[src/rtl/arbiter_if.sv]
// Request/grant bundle between the four agents and the round-robin arbiter.
interface arbiter_if;
    logic       REQUEST1;
    logic       REQUEST2;
    logic       REQUEST3;
    logic       REQUEST4;
    logic [3:0] GRANT_O;

    modport master (output REQUEST1, REQUEST2, REQUEST3, REQUEST4, input GRANT_O);
    modport slave  (input REQUEST1, REQUEST2, REQUEST3, REQUEST4, output GRANT_O);
endinterface

[src/rtl/arbiter.sv]
// Four-requester round-robin arbiter with a registered one-hot grant and
// hold-while-requested ownership.
module arbiter (
    input  logic      clk,
    input  logic      reset,
    arbiter_if.slave  bus
);
    localparam int NUM_LANES = 4;

    logic [NUM_LANES-1:0] req;
    logic [NUM_LANES-1:0] grant_q, grant_nxt;
    logic [1:0]           ptr_q, ptr_nxt;
    logic [1:0]           idx;
    logic                 found;

    assign req = {bus.REQUEST4, bus.REQUEST3, bus.REQUEST2, bus.REQUEST1};

    // The owner keeps the grant while it requests. Otherwise scan circularly
    // starting after the last-granted agent; that agent itself is checked last.
    always_comb begin
        grant_nxt = grant_q;
        ptr_nxt   = ptr_q;
        found     = 1'b0;
        idx       = '0;
        if (~|(grant_q & req)) begin
            grant_nxt = '0;
            for (int i = 1; i <= NUM_LANES; i++) begin
                idx = ptr_q + 2'(i);
                if (!found && req[idx]) begin
                    found          = 1'b1;
                    grant_nxt[idx] = 1'b1;
                    ptr_nxt        = idx;
                end
            end
        end
    end

    // Pointer starts at agent 4 so agent 1 wins the first arbitration.
    always_ff @(posedge clk or posedge reset) begin
        if (reset) begin
            grant_q <= '0;
            ptr_q   <= 2'd3;
        end else begin
            grant_q <= grant_nxt;
            ptr_q   <= ptr_nxt;
        end
    end

    assign bus.GRANT_O = grant_q;
endmodule

[src/flat_wrapper.sv]
// flat-port wrapper written by rule: the top's interface ports become plain ports
module arbiter_flat 
  (clk, reset, bus_REQUEST1, bus_REQUEST2, bus_REQUEST3, bus_REQUEST4, bus_GRANT_O);
  arbiter_if bus_i ();
  input  logic clk;
  input  logic reset;
  input wire logic [$bits(bus_i.REQUEST1)-1:0] bus_REQUEST1;
  input wire logic [$bits(bus_i.REQUEST2)-1:0] bus_REQUEST2;
  input wire logic [$bits(bus_i.REQUEST3)-1:0] bus_REQUEST3;
  input wire logic [$bits(bus_i.REQUEST4)-1:0] bus_REQUEST4;
  output wire logic [$bits(bus_i.GRANT_O)-1:0] bus_GRANT_O;
  assign bus_i.REQUEST1 = bus_REQUEST1;
  assign bus_i.REQUEST2 = bus_REQUEST2;
  assign bus_i.REQUEST3 = bus_REQUEST3;
  assign bus_i.REQUEST4 = bus_REQUEST4;
  assign bus_GRANT_O = bus_i.GRANT_O;
  arbiter u_core (.clk(clk), .reset(reset), .bus(bus_i));
endmodule
[config.mk]
export PLATFORM = sky130hd
export DESIGN_NAME = arbiter_flat
export DESIGN_NICKNAME = d
export VERILOG_FILES = /design/src/rtl/arbiter_if.sv /design/src/rtl/arbiter.sv /design/src/flat_wrapper.sv
export SDC_FILE = /design/constraint.sdc
export NUM_CORES = 1
export LEC_CHECK = 0
export ABC_CLOCK_PERIOD_IN_PS = 2300
export BUFFER_PORTS_ARGS = -buffer_cell sky130_fd_sc_hd__buf_2
export CAP_MARGIN = 15
export CORE_AREA = 5 5 43 45
export DETAILED_ROUTE_END_ITERATION = 12
export DIE_AREA = 0 0 48 50
export GPL_ROUTABILITY_DRIVEN = 0
export PLACE_DENSITY = 0.67
export SKIP_LAST_GASP = 1
export SYNTH_ARGS = -nofsm -noshare
export SYNTH_HDL_FRONTEND = slang
export SYNTH_SLANG_ARGS = --single-unit
[constraint.sdc]
create_clock -name clk -period 2.3 [get_ports clk]
set_clock_uncertainty 0.05 [all_clocks]
set_input_delay 0.69 -clock clk [delete_from_list [all_inputs] [get_ports clk]]
set_output_delay 0.69 -clock clk [all_outputs]
set_load 0.01 [all_outputs]
==> impl_metrics.prom <==
# TYPE chip_impl_metric gauge
chip_impl_metric{name="clk_path_buf_depth",unit=""} 2
chip_impl_metric{name="die_h",unit="um"} 50
chip_impl_info{name="hp_class",value="input pin to async pin"} 1
chip_impl_metric{name="die_area",unit="um2"} 2400
chip_impl_metric{name="achievable-frequency",unit="GHz"} 0.4521
chip_impl_metric{name="wl_per_cell",unit="um"} 14.37
chip_impl_metric{name="initial_core_util",unit="%"} 45.56
chip_impl_metric{name="synth_seq_area_share",unit="%"} 23.33
chip_impl_metric{name="design.portCount",unit=""} 10
chip_impl_metric{name="drcViolationCount",unit=""} 0
chip_impl_metric{name="drt_iter0_markers",unit=""} 31
chip_impl_metric{name="clock_latency",unit="ns"} 0.24
chip_impl_metric{name="synthesis.area_per_instance",unit="um2"} 9.484
chip_impl_metric{name="cts.sinks",unit=""} 6
chip_impl_metric{name="power_dens_cells",unit="nW/um2"} 1383
chip_impl_metric{name="timing_worst_slew_pin_value",unit="ns"} 0.3601
chip_impl_metric{name="grt_pass1_wl",unit="um"} 2580
chip_impl_metric{name="cts_inserted_buffers",unit=""} 3
chip_impl_metric{name="finalCriticalPeriod",unit="ns"} 2.212
chip_impl_metric{name="slack_of_the_worst_reg_to_reg_path",unit="ns"} 0.09
chip_impl_metric{name="place.detailed.instances",unit=""} 101
chip_impl_info{name="ys_dominant_reg_cell",value="sky130_fd_sc_hd__dfrtp_1"} 1
chip_impl_metric{name="critical-path-max-stage-delay",unit="ns"} 0.55
chip_impl_metric{name="drtPass1Iterations",unit=""} 4
chip_impl_metric{name="first_global_vias",unit=""} 591
chip_impl_metric{name="hold-worst-slack",unit="ns"} 0.2935
chip_impl_metric{name="fp.dieW",unit="um"} 48
chip_impl_info{name="grt_setup_unrepaired",value="false"} 1
chip_impl_metric{name="ys_warn_count",unit=""} 0
chip_impl_info{name="cts_tree",value="done"} 1
chip_impl_metric{name="post-cts-setup-buffers",unit=""} 0
chip_impl_metric{name="routed_wl",unit="um"} 1509
chip_impl_metric{name="route.detailed.vias_per_inst",unit=""} 5.990
chip_impl_metric{name="ratio_of_cells_with_drive_above_1_in_the_final_layout",unit="%"} 28.09
chip_impl_metric{name="design.core.area",unit="um2"} 1436
chip_impl_metric{name="synth-edff-count",unit=""} 0
chip_impl_metric{name="synth_cell_type_count",unit=""} 28
chip_impl_metric{name="worst_relative_slew_slack",unit="%"} 75.95
chip_impl_info{name="synthTopCellsByArea",value="sky130_fd_sc_hd__dfrtp_1 15%, sky130_fd_sc_hd__ha_1 15%, sky130_fd_sc_hd__dfstp_2 8.0%"} 1
chip_impl_metric{name="n_fill_cell",unit=""} 136
chip_impl_info{name="crit_chain",value="inv_1 -> ha_1 -> mux4_1 -> nor2b_1 -> o21ai_0 -> xnor2_1"} 1
chip_impl_metric{name="cellLeakagePower",unit="nW"} 0.3627
chip_impl_metric{name="final_slew_viol_count",unit=""} 0
chip_impl_metric{name="synth.net_count",unit=""} 83
chip_impl_metric{name="clkTransAtPathRegs",unit="ns"} 0.05
chip_impl_metric{name="setup_viol",unit=""} 0
chip_impl_info{name="critical_path.endpoint_type",value="register"} 1
chip_impl_metric{name="global_route.overflow_total",unit=""} 0
chip_impl_info{name="yosys.cell_count.top_type",value="sky130_fd_sc_hd__o21ai_0"} 1
chip_impl_metric{name="post_route_antenna_net_violation_count",unit=""} 0
chip_impl_metric{name="finalNetCount",unit=""} 104
chip_impl_info{name="crit_slowest_cell",value="sky130_fd_sc_hd__mux4_1"} 1
chip_impl_metric{name="synth_cells",unit=""} 69
chip_impl_metric{name="route.vias.total",unit=""} 629
chip_impl_metric{name="dpl.hpwl",unit="um"} 1239
chip_impl_info{name="worstSetupPathType",value="register to register"} 1
chip_impl_metric{name="grt_use_total",unit="%"} 14.37
chip_impl_info{name="synth_common_cells",value="9 x sky130_fd_sc_hd__o21ai_0, 8 x sky130_fd_sc_hd__ha_1, 5 x sky130_fd_sc_hd__nor2_1"} 1
chip_impl_metric{name="cts_htree_levels",unit=""} 1
chip_impl_metric{name="fin_area",unit="um2"} 798.3
chip_impl_metric{name="post_cts_resized",unit=""} 0
chip_impl_metric{name="cts-hold-fix-buffers",unit=""} 0
chip_impl_metric{name="fin_cells",unit=""} 105
chip_impl_metric{name="timing.critical_path.fanout_max",unit=""} 5
chip_impl_metric{name="antenna_cells_inserted",unit=""} 0
chip_impl_metric{name="mappedNetlistArea",unit="um2"} 654.4
chip_impl_metric{name="setup_total_negative_slack",unit="ns"} 0
chip_impl_metric{name="hold_viol",unit=""} 0
chip_impl_metric{name="port-buffer-count",unit=""} 9
chip_impl_metric{name="postLayoutCoreUtil",unit="%"} 55.57
chip_impl_metric{name="max-vdd-ir-drop",unit="mV"} 0.6176
chip_impl_metric{name="post-synth-top-area-fraction",unit="%"} 15.30
chip_impl_metric{name="fin_crit_sh",unit="%"} 96.17
chip_impl_info{name="synth_top_area_cell",value="sky130_fd_sc_hd__dfrtp_1"} 1
chip_impl_metric{name="cap_viol_max_count",unit=""} 0
chip_impl_info{name="ctsRootBufferMaster",value="sky130_fd_sc_hd__clkbuf_4"} 1
chip_impl_metric{name="floorplan.rows",unit=""} 14
chip_impl_metric{name="postSynth.asyncResetShare",unit="%"} 100.0
chip_impl_metric{name="syn_to_final_growth",unit="%"} 21.99
chip_impl_info{name="setup.worst_path.start_class",value="register"} 1
chip_impl_metric{name="grt_antenna_before_repair",unit=""} 0
chip_impl_info{name="outcome",value="completed"} 1
chip_impl_metric{name="place_area",unit="um2"} 772.0
chip_impl_metric{name="grt_max_degree",unit=""} 10
chip_impl_metric{name="timing.critical_path.arrival",unit="ns"} 2.33
chip_impl_metric{name="ys_seq_elements",unit=""} 6
chip_impl_metric{name="worstPathRequired",unit="ns"} 2.42
[per-layer routing]
metal | GRT usage, % | wire (um) | vias to the layer above
met5 | 0 | 0 | -
met4 | 6.726 | 16 | 0
met3 | 1.818 | 88 | 2
met2 | 22.03 | 716 | 26
met1 | 19.13 | 689 | 295
li1 | - | - | 306
[cell type report]
class,count,area [um2],share of cell area (%)
clock buffer,4,26.28,3.292
tap,16,20.02,2.508
multi-input combinational,57,471.7,59.09
inverter,4,15.01,1.881
sequential,6,152.6,19.12
timing repair buffer,18,112.6,14.11
[state kept, by name, indices dropped and copies added (netlist names)]
signal              count
u_core.ptr_q            2
u_core.bus.GRANT_O      4
[power by group]
part | switching [mW] | total (mW) | internal [mW]
registers | 0.0442 | 0.221 | 0.177
clock network | 0.0378 | 0.103 | 0.0657
logic | 0.420 | 0.779 | 0.359
total | 0.502 | 1.10 | 0.602
[worst paths after layout]
| kind | start | to | depth (start not counted) |
|---|---|---|---|
| max reg2reg | u_core.ptr_q[0] | u_core.ptr_q[0] | 6 |
| max | u_core.ptr_q[0] | u_core.ptr_q[0] | 6 |
| max in group asynchronous | reset | u_core.ptr_q[0] | 2 |
| min reg2reg | u_core.bus.GRANT_O[3] | u_core.bus.GRANT_O[3] | 2 |
| min | reset | u_core.bus.GRANT_O[1] | 2 |
| min in group clk | u_core.bus.GRANT_O[3] | u_core.bus.GRANT_O[3] | 2 |
[worst max-delay path, delay by kind of cell (launching register included)]
kind / cells / cell delay, ns
compound gates: 1 / 0.22
xor+xnor: 1 / 0.15
fa+ha+maj: 1 / 0.37
buf+inv: 1 / 0.08
flops: 1 / 0.52
mux: 1 / 0.55
simple gates: 1 / 0.20
[cells by family (layout without fill, tap and decap cells)]
group | count (synthesis) | after routing | share of synthesized area [%]
buffers and inverters | 6 | 26 | 4.588
and+or+nand+nor | 18 | 18 | 14.72
DFF | 6 | 6 | 23.33
AOI/OAI and AO/OA | 25 | 25 | 26.00
adders and majority gates | 8 | 8 | 15.30
xor gates and xnor gates | 1 | 1 | 1.339
muxes | 5 | 5 | 14.72
[cells in the final DEF, fill, tap and decap left out, types with 2 or more instances in the layout]
| cell | instances |
|---|---|
| sky130_fd_sc_hd__nand3_1 | 3 |
| sky130_fd_sc_hd__nor2_1 | 5 |
| sky130_fd_sc_hd__a21o_1 | 4 |
| sky130_fd_sc_hd__nand3b_1 | 2 |
| sky130_fd_sc_hd__nand2_1 | 3 |
| sky130_fd_sc_hd__dfstp_2 | 2 |
| sky130_fd_sc_hd__a41oi_1 | 3 |
| sky130_fd_sc_hd__buf_4 | 9 |
| sky130_fd_sc_hd__buf_2 | 9 |
| sky130_fd_sc_hd__a31oi_1 | 3 |
| sky130_fd_sc_hd__or3b_1 | 2 |
| sky130_fd_sc_hd__mux4_1 | 2 |
| sky130_fd_sc_hd__dfrtp_1 | 4 |
| sky130_fd_sc_hd__o21ai_0 | 9 |
| sky130_fd_sc_hd__a2111oi_1 | 2 |
| sky130_fd_sc_hd__ha_1 | 8 |
| sky130_fd_sc_hd__inv_1 | 4 |
| sky130_fd_sc_hd__clkbuf_4 | 3 |
[per-stage QoR]
step	power, mW	setup WS (ns)
2_1_floorplan	0.7602	0.006503
3_3_place_gp	0.9952	0.08849
3_5_place_dp	0.9970	0.08611
4_1_cts	1.107	0.08141
5_1_grt	1.215	0.005953
6_report	1.104	0.08799
Note: power is estimated with default switching activity, not from simulation.
